<file path="src/rtl/dct_sequencer_if.sv">
// dct_sequencer bus bundle: sample stream in, coefficient stream out,
// and the Avalon-MM master port towards avalon_dct.
interface dct_sequencer_if #(
  parameter int NBITS = 16,
  parameter int ADDRW = 8
);
  logic             in_valid;
  logic             in_ready;
  logic [NBITS-1:0] in_data;
  logic             out_valid;
  logic             out_ready;
  logic [NBITS-1:0] out_data;
  logic [ADDRW-1:0] out_index;
  logic             out_last;
  logic [ADDRW-1:0] dct_addr;
  logic             dct_read;
  logic             dct_write;
  logic [NBITS-1:0] dct_writedata;
  logic [NBITS-1:0] dct_readdata;
  logic             dct_done;

  modport master (
    input  in_valid, in_data,
    output in_ready,
    output out_valid, out_data, out_index, out_last,
    input  out_ready,
    output dct_addr, dct_read, dct_write, dct_writedata,
    input  dct_readdata, dct_done
  );

  modport slave (
    output in_valid, in_data,
    input  in_ready,
    input  out_valid, out_data, out_index, out_last,
    output out_ready,
    input  dct_addr, dct_read, dct_write, dct_writedata,
    output dct_readdata, dct_done
  );
endinterface

</file>
<file path="src/rtl/dct_sequencer.sv">
// dct_sequencer: programs avalon_dct, streams samples in,
// reads back coefficients and streams them out.
module dct_sequencer #(
  parameter int NBITS = 16,
  parameter int ADDRW = 8
) (
  input  logic             Clock,
  input  logic             ResetN,
  input  logic             start,
  input  logic [NBITS-1:0] cfg_m,
  input  logic [ADDRW-1:0] cfg_n,
  input  logic [ADDRW-1:0] cfg_k,
  output logic             busy,
  output logic             done,
  output logic             err,
  dct_sequencer_if.master  bus
);

  typedef enum logic [2:0] {
    IDLE, WR_M, WR_N, WR_S, RD, OUT, FIN
  } state_t;

  state_t           state;
  logic [ADDRW-1:0] n_q;
  logic [ADDRW-1:0] k_q;
  logic [ADDRW-1:0] cnt;
  logic [ADDRW-1:0] idx;
  logic             wr_q;
  logic [NBITS-1:0] wd_q;
  logic [ADDRW-1:0] addr_q;
  logic             rd_q;
  logic             rdy_q;
  logic             ov_q;
  logic [NBITS-1:0] od_q;
  logic [ADDRW-1:0] oi_q;
  logic             ol_q;
  logic             cfg_bad;
  logic             in_hs;

  assign cfg_bad = (cfg_n == '0) || (cfg_k == '0) ||
                   (cfg_k > cfg_n);
  assign in_hs   = (state == WR_S) && bus.in_valid;

  // sample pushes pass straight through so one write per cycle is possible
  assign bus.in_ready      = rdy_q;
  assign bus.dct_write     = wr_q | in_hs;
  assign bus.dct_writedata = (state == WR_S) ? bus.in_data : wd_q;
  assign bus.dct_addr      = addr_q;
  assign bus.dct_read      = rd_q;
  assign bus.out_valid     = ov_q;
  assign bus.out_data      = od_q;
  assign bus.out_index     = oi_q;
  assign bus.out_last      = ol_q;

  // sequencer FSM with registered strobes and stream outputs
  always_ff @(posedge Clock) begin
    if (!ResetN) begin
      state  <= IDLE;
      n_q    <= '0;
      k_q    <= '0;
      cnt    <= '0;
      idx    <= '0;
      wr_q   <= 1'b0;
      wd_q   <= '0;
      addr_q <= '0;
      rd_q   <= 1'b0;
      rdy_q  <= 1'b0;
      ov_q   <= 1'b0;
      od_q   <= '0;
      oi_q   <= '0;
      ol_q   <= 1'b0;
      busy   <= 1'b0;
      done   <= 1'b0;
      err    <= 1'b0;
    end else begin
      done <= 1'b0;
      err  <= 1'b0;
      unique case (state)
        IDLE: begin
          if (start) begin
            n_q <= cfg_n;
            k_q <= cfg_k;
            if (cfg_bad) begin
              err <= 1'b1;
            end else begin
              state  <= WR_M;
              busy   <= 1'b1;
              cnt    <= '0;
              idx    <= '0;
              wr_q   <= 1'b1;
              addr_q <= ADDRW'(3);
              wd_q   <= cfg_m;
            end
          end
        end
        WR_M: begin
          state  <= WR_N;
          addr_q <= '0;
          wd_q   <= NBITS'(n_q);
        end
        WR_N: begin
          state  <= WR_S;
          wr_q   <= 1'b0;
          wd_q   <= '0;
          addr_q <= ADDRW'(1);
          rdy_q  <= 1'b1;
        end
        WR_S: begin
          if (bus.in_valid) begin
            cnt <= cnt + 1'b1;
            if (cnt == n_q - 1'b1) begin
              state  <= RD;
              rdy_q  <= 1'b0;
              rd_q   <= 1'b1;
              addr_q <= idx;
            end
          end
        end
        RD: begin
          if (bus.dct_done) begin
            state <= OUT;
            rd_q  <= 1'b0;
            ov_q  <= 1'b1;
            od_q  <= bus.dct_readdata;
            oi_q  <= idx;
            ol_q  <= (idx == k_q - 1'b1);
          end
        end
        OUT: begin
          if (bus.out_ready) begin
            ov_q <= 1'b0;
            if (ol_q) begin
              state <= FIN;
              done  <= 1'b1;
            end else begin
              state  <= RD;
              idx    <= idx + 1'b1;
              rd_q   <= 1'b1;
              addr_q <= idx + 1'b1;
            end
          end
        end
        FIN: begin
          state  <= IDLE;
          busy   <= 1'b0;
          addr_q <= '0;
        end
        default: state <= IDLE;
      endcase
    end
  end

endmodule

</file>
<file path="src/flat_wrapper.sv">
// flat-port wrapper written by rule: the top's interface ports become plain ports
module dct_sequencer_flat 
#(
  parameter int NBITS = 16,
  parameter int ADDRW = 8
)
  (Clock, ResetN, start, cfg_m, cfg_n, cfg_k, busy, done, err, bus_in_valid, bus_in_data, bus_in_ready, bus_out_valid, bus_out_data, bus_out_index, bus_out_last, bus_out_ready, bus_dct_addr, bus_dct_read, bus_dct_write, bus_dct_writedata, bus_dct_readdata, bus_dct_done);
  dct_sequencer_if #(.NBITS(NBITS), .ADDRW(ADDRW)) bus_i ();
  input  logic Clock;
  input  logic ResetN;
  input  logic start;
  input  logic [NBITS-1:0] cfg_m;
  input  logic [ADDRW-1:0] cfg_n;
  input  logic [ADDRW-1:0] cfg_k;
  output logic busy;
  output logic done;
  output logic err;
  input wire logic [$bits(bus_i.in_valid)-1:0] bus_in_valid;
  input wire logic [$bits(bus_i.in_data)-1:0] bus_in_data;
  output wire logic [$bits(bus_i.in_ready)-1:0] bus_in_ready;
  output wire logic [$bits(bus_i.out_valid)-1:0] bus_out_valid;
  output wire logic [$bits(bus_i.out_data)-1:0] bus_out_data;
  output wire logic [$bits(bus_i.out_index)-1:0] bus_out_index;
  output wire logic [$bits(bus_i.out_last)-1:0] bus_out_last;
  input wire logic [$bits(bus_i.out_ready)-1:0] bus_out_ready;
  output wire logic [$bits(bus_i.dct_addr)-1:0] bus_dct_addr;
  output wire logic [$bits(bus_i.dct_read)-1:0] bus_dct_read;
  output wire logic [$bits(bus_i.dct_write)-1:0] bus_dct_write;
  output wire logic [$bits(bus_i.dct_writedata)-1:0] bus_dct_writedata;
  input wire logic [$bits(bus_i.dct_readdata)-1:0] bus_dct_readdata;
  input wire logic [$bits(bus_i.dct_done)-1:0] bus_dct_done;
  assign bus_i.in_valid = bus_in_valid;
  assign bus_i.in_data = bus_in_data;
  assign bus_in_ready = bus_i.in_ready;
  assign bus_out_valid = bus_i.out_valid;
  assign bus_out_data = bus_i.out_data;
  assign bus_out_index = bus_i.out_index;
  assign bus_out_last = bus_i.out_last;
  assign bus_i.out_ready = bus_out_ready;
  assign bus_dct_addr = bus_i.dct_addr;
  assign bus_dct_read = bus_i.dct_read;
  assign bus_dct_write = bus_i.dct_write;
  assign bus_dct_writedata = bus_i.dct_writedata;
  assign bus_i.dct_readdata = bus_dct_readdata;
  assign bus_i.dct_done = bus_dct_done;
  dct_sequencer #(.NBITS(NBITS), .ADDRW(ADDRW)) u_core (.Clock(Clock), .ResetN(ResetN), .start(start), .cfg_m(cfg_m), .cfg_n(cfg_n), .cfg_k(cfg_k), .busy(busy), .done(done), .err(err), .bus(bus_i));
endmodule
</file>
<file path="config.mk">
export PLATFORM = sky130hd
export DESIGN_NAME = dct_sequencer_flat
export DESIGN_NICKNAME = d
export VERILOG_FILES = /design/src/rtl/dct_sequencer_if.sv /design/src/rtl/dct_sequencer.sv /design/src/flat_wrapper.sv
export SDC_FILE = /design/constraint.sdc
export NUM_CORES = 1
export LEC_CHECK = 0
export BUFFER_PORTS_ARGS = -buffer_cell sky130_fd_sc_hd__buf_4
export CORE_ASPECT_RATIO = 1.2
export CORE_MARGIN = 4
export CORE_UTILIZATION = 58
export DETAILED_ROUTE_END_ITERATION = 8
export PLACE_DENSITY = 0.93
export SETUP_SLACK_MARGIN = 0.05
export SLEW_MARGIN = 20
export SYNTH_ARGS = -nofsm -noshare
export SYNTH_HDL_FRONTEND = slang
export SYNTH_SLANG_ARGS = --single-unit
</file>
<file path="constraint.sdc">
create_clock -name Clock -period 4.85 [get_ports Clock]
set_clock_uncertainty 0.1 [all_clocks]
set_input_delay 0.97 -clock Clock [delete_from_list [all_inputs] [get_ports Clock]]
set_output_delay 0.97 -clock Clock [all_outputs]
set_load 0.01 [all_outputs]
</file>
==> results of run 1 <==
==> worst max-delay path by stage <==
stage	start	end	slack, ns	cells after the start
after floorplan	cfg_n[1]	u_core.idx[0]	1.78	9
after global placement	cfg_n[1]	u_core.idx[0]	1.51	10
after detailed placement	cfg_n[1]	u_core.bus.dct_addr[2]	1.46	10
after CTS	u_core.state[1]	bus_dct_writedata[11]	1.34	5
after global routing	u_core.state[2]	bus_dct_writedata[8]	1.38	4
final	u_core.state[2]	bus_dct_writedata[5]	1.54	4
==> cells in the mapped netlist, drive strengths merged, types with 5 or more instances <==
cell      n
nand4     9
a31oi    10
clkbuf   38
nand3    32
o31ai     5
nor2b     5
a21oi    11
buf       7
a21boi   43
nand2b    8
a22oi     8
mux2i    10
o211a    10
nor2     36
nor3      8
xnor2    14
nand2   195
ha       12
dfxtp    91
xor2     13
o21ai    32
o211ai    9
inv      20
==> where the power goes <==
| group | internal [W] | leakage, nW | total, W | switching, W |
|---|---|---|---|---|
| Combinational | 0.000417 | 1.77 | 0.000915 | 0.000498 |
| Clock | 0.000204 | 0.0893 | 0.000486 | 0.000282 |
| Sequential | 0.000849 | 0.740 | 0.000976 | 0.000127 |
==> flip-flops by register name, indices dropped and copies added (netlist names), 3 cells and up <==
| signal | flops |
|---|---|
| u_core.bus.out_data | 16 |
| u_core.wd_q | 16 |
| u_core.bus.dct_addr | 8 |
| u_core.bus.out_index | 8 |
| u_core.cnt | 8 |
| u_core.idx | 8 |
| u_core.k_q | 8 |
| u_core.n_q | 8 |
| u_core.state | 3 |
==> cells in the final DEF, fill, tap and decap left out, types with 9 or more instances in the layout <==
cell | Yosys | layout
sky130_fd_sc_hd__a21boi_0 | 42 | 42
sky130_fd_sc_hd__a21oi_1 | 10 | 10
sky130_fd_sc_hd__a31oi_1 | 10 | 10
sky130_fd_sc_hd__buf_4 | 0 | 127
sky130_fd_sc_hd__clkbuf_8 | 0 | 10
sky130_fd_sc_hd__dfxtp_1 | 91 | 90
sky130_fd_sc_hd__ha_1 | 12 | 12
sky130_fd_sc_hd__inv_1 | 20 | 20
sky130_fd_sc_hd__mux2i_1 | 10 | 10
sky130_fd_sc_hd__nand2_1 | 195 | 195
sky130_fd_sc_hd__nand3_1 | 32 | 32
sky130_fd_sc_hd__nand4_1 | 9 | 9
sky130_fd_sc_hd__nor2_1 | 36 | 36
sky130_fd_sc_hd__o211a_1 | 10 | 10
sky130_fd_sc_hd__o211ai_1 | 9 | 9
sky130_fd_sc_hd__o21ai_0 | 32 | 32
sky130_fd_sc_hd__xnor2_1 | 14 | 14
sky130_fd_sc_hd__xor2_1 | 13 | 13
==> metal layers <==
layer  GRT usage  wire length, um  up-vias
met4       0.116              371        0
met5           0                0        -
li1            -                -     2445
met1       0.310             5200     2315
met2       0.472             6480      249
met3      0.0602             1090       31
==> cell type report <==
cell class | count | area, um^2 | share of cell area
multi-input cells | 510 | 2900 | 0.477
flip-flops and latches | 91 | 1820 | 0.300
repair buffers | 127 | 953 | 0.157
well taps | 114 | 143 | 0.0235
clock buffers | 10 | 138 | 0.0226
inverters | 20 | 75.1 | 0.0124
clock inverters | 6 | 46.3 | 0.00762
==> per-stage QoR <==
stage | area [um^2] | power, W | worst slack, ns | cells | hold slack [ns]
after detailed placement | 5890 | 0.00190 | 1.46 | 862 | 0.355
after floorplan | 4970 | 0.00160 | 1.78 | 666 | 0.336
after global routing | 6080 | 0.00253 | 1.38 | 878 | 0.386
after CTS | 6080 | 0.00238 | 1.34 | 878 | 0.369
final | 6080 | 0.00238 | 1.54 | 878 | 0.366
after global placement | 5890 | 0.00185 | 1.51 | 862 | 0.348
==> worst max-delay path, delay by kind of cell (launching register included) <==
family	cells	cell delay, ns
buf+inv	1	0.11
simple gates	3	0.77
flops	1	0.97
==> logic make-up (layout without fill, tap and decap cells) <==
family                   count (synthesis)  in the layout  share of synthesized area
AO/OA/AOI/OAI                          141            141                      0.202
adder cells (fa/ha/maj)                 12             12                     0.0302
AND/OR/NAND/NOR                        320            320                      0.284
buffers and inverters                   65            163                     0.0498
flip-flops                              91             91                      0.367
multiplexers                            10             10                     0.0201
XOR/XNOR                                27             27                     0.0476
==> reports/metrics.cfg, run 1 <==
[setup_path]
r2r.worst_path.cells=5
path_max_fanout=33
timing.critical_path.slowest_cell_delay_ns=0.97
timing.critical_path.slowest_stage_cell=sky130_fd_sc_hd__dfxtp_1
path_class=reg2out
timing.critical_path.from_type=register
cpMostUsedCell=sky130_fd_sc_hd__nand2_1
critical_path_required_ns=3.78
setup.worst_path.end_class=output port
reg2reg_to=u_core.bus.out_last
cp_cell_sequence=or2_2, nand2_1, nand2_1, buf_4
r2r_setup_slack_ns=2.09
worst-endpoint-arrival_ns=2.24
rr_startpoint=u_core.state[2]

[final_layout]
layout.nets=841
fin_util=0.737
syn2layout_area_growth_pct=22.3
n_fill_cell=643
insertedDiodeCount=0
final_layout_size_suffix_gt1_frac=0.202

[timing]
worst_pin_slew_ns=1.12
timing.setup.tns_ns=0
timing_max_transition_violations_final=0
finalSetupViolCount=0
max-slew-margin-rel=0.253
finalCriticalPeriod_ns=3.31
final_min_period_over_clock_period=0.682
maxClockFrequency_mhz=302
grt_setup_unrepaired=false
final_hold_viol_count=0

[pwr]
worst_ir_drop_vdd_uv=249
power_leakage_nw=2.60
pwr_density_cell_nw_per_um2=391

[drt]
drt_drc_violations_left=0
detail_route.vias_per_cell=5.74
antenna_violating_nets_post_route=0
drt-wirelength-per-cell_um=15.0
route.final.wire_length_um=13100
vias=5040
drtIter0Drc=449
detail_route.first_pass.iterations=6

[clock_network]
cts_hold_buf=0
clkSinkCount=91
postCtsResizedCells=0
tritoncts.num_buffers=9
clock_latency_ns=0.38
cts_tree=built
htreeDepth=3
clockBufferDepth=2
cts_root_buf=sky130_fd_sc_hd__clkbuf_8
post_cts.repair.setup_buffers=0
cts.clk_slew.worst_paths_ns=0.10

[yosys]
yosys_register_bits=91
ys_dominant_reg_cell=sky130_fd_sc_hd__dfxtp_1
syn_avg_cell_area_um2=7.46
post_synth_main_area_contributors=sky130_fd_sc_hd__dfxtp_1 (37%), sky130_fd_sc_hd__nand2_1 (15%), sky130_fd_sc_hd__a21boi_0 (6.3%)
synth_fp_nets=748
yosysWarningCount=0
synth_enable_flop_cells=0
mappedNetlistArea_um2=4970
syn-instance-count=666
synthArstFlopShare=0
yosys.cell_types.count=48
synth_sequential_area_ratio=0.367
synth_top_cell_area_share=0.367
synthDominantAreaCellType=sky130_fd_sc_hd__dfxtp_1

[floorplanning]
i_o_pins=126
initial_utilization=0.603
floorplan.core_area_um2=8240
num_rows=36
die-area_um2=10100
floorplan.die.height_um=109
die_w_um=92.5

[outcome]
outcome=complete, no violations

[grt]
via_count_of_the_first_global_routing_pass=4791
pin_count_of_the_biggest_net_entering_global_routing=98
antenna_found_initial=0
wire_length_of_the_first_global_routing_pass_um=21900
grt_overflow=0
grt.total_usage=0.267

[min_path]
hold_path_endpoint=u_core.wd_q[14]
start_point_of_the_worst_min_delay_path=u_core.wd_q[14]
hold_class=reg2reg
min_delay_path_depth=2

[flow_run]
max_cap_violations=0

[placed_design]
estimated_wirelength_of_the_detail_placed_design_um=9700
gpl.final_weighted_congestion=0.975
placement.io_buffers=125

No activity file was read; power rests on OpenSTA's default activity.
==> run 2, diff against run 1 <==
--- a/config.mk
+++ b/config.mk
@@ -8,9 +8,9 @@
 export BUFFER_PORTS_ARGS = -buffer_cell sky130_fd_sc_hd__buf_4
 export CORE_ASPECT_RATIO = 1.2
 export CORE_MARGIN = 4
-export CORE_UTILIZATION = 58
+export CORE_UTILIZATION = 48
 export DETAILED_ROUTE_END_ITERATION = 8
-export PLACE_DENSITY = 0.93
+export PLACE_DENSITY = 0.83
 export SETUP_SLACK_MARGIN = 0.05
 export SLEW_MARGIN = 20
 export SYNTH_ARGS = -nofsm -noshare
==> constraint.sdc (replaced) <==
create_clock -name Clock -period 2.8 [get_ports Clock]
set_clock_uncertainty 0.1 [all_clocks]
set_input_delay 0.56 -clock Clock [delete_from_list [all_inputs] [get_ports Clock]]
set_output_delay 0.56 -clock Clock [all_outputs]
set_load 0.01 [all_outputs]
==> run 2 against run 1 <==
Net effect:
- utilization decreased by 11 points
- sequential cell count unchanged
- clock-buffer cell count unchanged
==> reports/metrics.cfg, run 2 (synthesized netlist as in run 1, its figures left out) <==
[floorplanning]
floorplan.die.height_um=119
die_w_um=101
i_o_pins=126
initial_utilization=0.494
num_rows=40
die-area_um2=12100
floorplan.core_area_um2=10100

[clock_network]
clkSinkCount=91
cts_tree=built
tritoncts.num_buffers=9
post_cts.repair.setup_buffers=0
cts_root_buf=sky130_fd_sc_hd__clkbuf_16
clockBufferDepth=2
htreeDepth=3
clock_latency_ns=0.34
cts_hold_buf=0
cts.clk_slew.worst_paths_ns=0.06
postCtsResizedCells=0

[timing]
finalSetupViolCount=0
max-slew-margin-rel=0.631
final_min_period_over_clock_period=0.918
final_hold_viol_count=0
fin_hold_ws_ns=0.340
worst_pin_slew_ns=0.552
finalCriticalPeriod_ns=2.57
maxClockFrequency_mhz=389
timing_max_transition_violations_final=0
grt_setup_unrepaired=false

[pwr]
power_leakage_nw=2.70
power.combinational.fraction=0.390
swShare=0.355
pwr_density_cell_nw_per_um2=712
total_switching_power_w=0.00159
internal-power_w=0.00289
power.share.clock=0.246
pwr-share-seq=0.364
worst_ir_drop_vdd_uv=496

[final_layout]
syn2layout_area_growth_pct=26.3
layout.cells.most_common_list=sky130_fd_sc_hd__nand2_1 (195), sky130_fd_sc_hd__buf_4 (135), sky130_fd_sc_hd__dfxtp_1 (91), sky130_fd_sc_hd__a21boi_0 (42), sky130_fd_sc_hd__nor2_1 (36)
layout.nets=851
insertedDiodeCount=0
design_area_um2=6280
fin_util=0.624
final_layout_size_suffix_gt1_frac=0.209
post_layout_nonfiller_instances=900
layout.cells.most_common=sky130_fd_sc_hd__nand2_1

[grt]
antenna_found_initial=0
grt_overflow=0
global_route.peak_usage_layer=met2
grtUsageMet1=0.270
met3_demand_to_capacity_share_in_global_routing=0.0598
via_count_of_the_first_global_routing_pass=4869
grt.total_usage=0.221
grtUsageMet2=0.363
wire_length_of_the_first_global_routing_pass_um=22000
pin_count_of_the_biggest_net_entering_global_routing=52

[setup_path]
worst-endpoint-arrival_ns=1.91
setup.worst_path.end_class=output port
path_max_fanout=25
path_class=reg2out
critical_path_required_ns=2.14
r2r_setup_slack_ns=0.25
timing.critical_path.from_type=register

[placed_design]
placed_cell_area_um2=6010
place_inst=884
placement.io_buffers=125
gpl.final_weighted_congestion=0.866
estimated_wirelength_of_the_detail_placed_design_um=9760

[drt]
vias=4896
detail_route.first_pass.iterations=5
drtIter0Drc=280
detail_route.vias_per_cell=5.44
route.final.wire_length_um=12900
drt-wirelength-per-cell_um=14.4
drt_drc_violations_left=0
antenna_violating_nets_post_route=0

[flow_run]
max_cap_violations=0

[min_path]
hold_class=in2reg

[outcome]
outcome=complete, no violations

==> run 2: cell type report <==
| type | count | area (um^2) |
|---|---|---|
| Timing Repair Buffer | 137 | 1050 |
| Fill cell | 896 | 3780 |
| Sequential cell | 91 | 1820 |
| Tap cell | 126 | 158 |
| Inverter | 20 | 75.1 |
| Multi-Input combinational cell | 510 | 2900 |
| Clock buffer | 10 | 229 |
| Clock inverter | 6 | 41.3 |
==> run 2: stage by stage <==
stage	total power, W	setup TNS, ns	setup slack [ns]
after CTS	0.00450	0	0.216
after global placement	0.00333	0	0.00597
after detailed placement	0.00339	-0.000712	-0.000712
after global routing	0.00478	0	0.0545
after floorplan	0.00277	0	0.137
final	0.00447	0	0.230
==> run 2: worst max-delay path, stage by stage (launching register included) <==
cell and delay [ns]:
sky130_fd_sc_hd__dfxtp_1 0.61, sky130_fd_sc_hd__nand2_1 0.11, sky130_fd_sc_hd__or2_2 0.50, sky130_fd_sc_hd__nand2_1 0.14, sky130_fd_sc_hd__nand2_1 0.06, sky130_fd_sc_hd__buf_4 0.14
==> run 2: path summary, 6_finish.rpt <==
| kind | from | end | cells past startpoint |
|---|---|---|---|
| max | u_core.state[0] | bus_dct_writedata[6] | 5 |
| min | cfg_m[10] | u_core.wd_q[10] | 3 |
| max reg2reg | u_core.n_q[0] | u_core.state[1] | 9 |
| min reg2reg | u_core.bus.dct_addr[6] | u_core.bus.dct_addr[6] | 2 |
==> run 2: routing by layer <==
metal,wire [um],part of all wire
met1,5440,0.42
met2,6290,0.49
met3,930,0.072
met4,253,0.020
met5,0,0
==> run 2: power by group through the flow <==
stage / sequential [W] / clock, W / combinational, W
floorplan: 0.00161 / 0 / 0.00116
detailed placement: 0.00165 / 0 / 0.00174
global placement: 0.00164 / 0 / 0.00169
CTS: 0.00162 / 0.00113 / 0.00175
finish: 0.00163 / 0.00110 / 0.00174
global route: 0.00165 / 0.00119 / 0.00194
==> run 3, diff against run 2 <==
--- a/config.mk
+++ b/config.mk
@@ -6,9 +6,11 @@
 export NUM_CORES = 1
 export LEC_CHECK = 0
 export BUFFER_PORTS_ARGS = -buffer_cell sky130_fd_sc_hd__buf_4
+export CELL_PAD_IN_SITES_DETAIL_PLACEMENT = 0
+export CELL_PAD_IN_SITES_GLOBAL_PLACEMENT = 1
 export CORE_ASPECT_RATIO = 1.2
 export CORE_MARGIN = 4
-export CORE_UTILIZATION = 48
+export CORE_UTILIZATION = 34
 export DETAILED_ROUTE_END_ITERATION = 8
 export PLACE_DENSITY = 0.83
 export SETUP_SLACK_MARGIN = 0.05
==> run 3 against run 2 <==
Net effect:
- setup slack better by 0.028 ns
- sequential power hardly changed
- final cell count up 6.2%
- critical path depth is 1 lower
- non-clock buffer count grew 7
- sequential cell count did not move
- final area increased by 2.2%
- register-to-register slack improved by 0.02 ns
- critical path type unchanged
- largest power group unchanged
- highest routed layer unchanged
==> reports/metrics.cfg, run 3 (synthesized netlist as in run 1, its figures left out) <==
[outcome]
outcome=complete, no violations

[floorplanning]
initial_utilization=0.346
floorplan.die.height_um=140
die_w_um=118
num_rows=48
i_o_pins=126
floorplan.core_area_um2=14400
die-area_um2=16600

[placed_design]
place_inst=940
estimated_wirelength_of_the_detail_placed_design_um=10300
placed_cell_area_um2=6120
gpl.final_weighted_congestion=0.862
placement.io_buffers=125

[clock_network]
cts_tree=built
cts.clk_slew.worst_paths_ns=0.06
clkSinkCount=91
postCtsResizedCells=0
htreeDepth=3
clockBufferDepth=2
post_cts.repair.setup_buffers=0
tritoncts.num_buffers=9
cts_root_buf=sky130_fd_sc_hd__clkbuf_16
clock_latency_ns=0.35
cts_hold_buf=0

[timing]
maxClockFrequency_mhz=393
final_min_period_over_clock_period=0.908
max-slew-margin-rel=0.644
timing_max_transition_violations_final=0
final_hold_viol_count=0
finalCriticalPeriod_ns=2.54
worst_pin_slew_ns=0.533
finalSetupViolCount=0
grt_setup_unrepaired=false
timing.setup.tns_ns=0

[grt]
global_route.peak_usage_layer=met2
grtUsageMet2=0.286
grt_overflow=0
grtUsageMet1=0.204
antenna_found_initial=0
pin_count_of_the_biggest_net_entering_global_routing=55
wire_length_of_the_first_global_routing_pass_um=23300
grt.total_usage=0.168
met3_demand_to_capacity_share_in_global_routing=0.0468
via_count_of_the_first_global_routing_pass=4929

[drt]
vias=4802
antenna_violating_nets_post_route=0
drtIter0Drc=245
drt-wirelength-per-cell_um=14.3
detail_route.first_pass.iterations=7
drt_drc_violations_left=0
route.final.wire_length_um=13700
detail_route.vias_per_cell=5.02

[final_layout]
syn2layout_area_growth_pct=29.1
layout.cells.most_common=sky130_fd_sc_hd__nand2_1
layout.nets=858
n_fill_cell=1433
design_area_um2=6410
final_layout_size_suffix_gt1_frac=0.215
post_layout_nonfiller_instances=956
insertedDiodeCount=0
layout.cells.most_common_list=sky130_fd_sc_hd__nand2_1 (195), sky130_fd_sc_hd__buf_4 (142), sky130_fd_sc_hd__dfxtp_1 (91), sky130_fd_sc_hd__a21boi_0 (42), sky130_fd_sc_hd__nor2_1 (36)

[setup_path]
critical_path_required_ns=2.14
path_class=reg2out
timing.critical_path.from_type=register
path_max_fanout=25
setup.worst_path.end_class=output port
worst-endpoint-arrival_ns=1.88

[flow_run]
max_cap_violations=0

[min_path]
hold_class=in2reg

[pwr]
pwr_density_cell_nw_per_um2=718
worst_ir_drop_vdd_uv=347
power_leakage_nw=2.75

run 3: worst paths after layout:
kind / end / cells after the start / from / slack [ns]
max: bus_dct_writedata[5] / 4 / u_core.state[2] / 0.26
min: u_core.wd_q[10] / 3 / cfg_m[10] / 0.34
max reg2reg: u_core.state[1] / 9 / u_core.n_q[0] / 0.27
min reg2reg: u_core.busy / 2 / u_core.busy / 0.35
run 3: layer usage:
metal  vias up  wire [um]  share of wire
met5         -          0              0
met2       158       6300           0.46
met4         0        207          0.015
met3        15        976          0.071
li1       2476          -              -
met1      2153       6220           0.45
run 3: worst max-delay path: stages (launching register included):
cell and delay (ns):
sky130_fd_sc_hd__dfxtp_1 0.65, sky130_fd_sc_hd__or2_2 0.55, sky130_fd_sc_hd__nand2_1 0.13, sky130_fd_sc_hd__nand2_1 0.09
sky130_fd_sc_hd__buf_4 0.11
run 3: final cells by class:
class / instances / area [um^2] / share of cell area
clock buffer: 11 / 233 / 0.0363
tap: 175 / 219 / 0.0341
timing repair buffer: 144 / 1110 / 0.172
inverter: 20 / 75.1 / 0.0117
clock inverter: 5 / 60.1 / 0.00936
sequential: 91 / 1820 / 0.284
multi-input combinational: 510 / 2900 / 0.452
run 3: power by group:
group | internal [W] | switching, W | total (W)
combinational | 0.000822 | 0.000940 | 0.00176
clock | 0.000698 | 0.000523 | 0.00122
sequential | 0.00147 | 0.000149 | 0.00162
run 3: per-stage QoR:
step,setup slack (ns),hold WS (ns),util,total power (W)
6_report,0.258,0.337,0.447,0.00460
5_1_grt,0.0655,0.362,0.447,0.00493
4_1_cts,0.258,0.327,0.447,0.00466
3_5_place_dp,-0.0303,0.348,0.427,0.00342
3_3_place_gp,-0.0293,0.335,0.427,0.00338
2_1_floorplan,0.137,0.336,-,0.00277
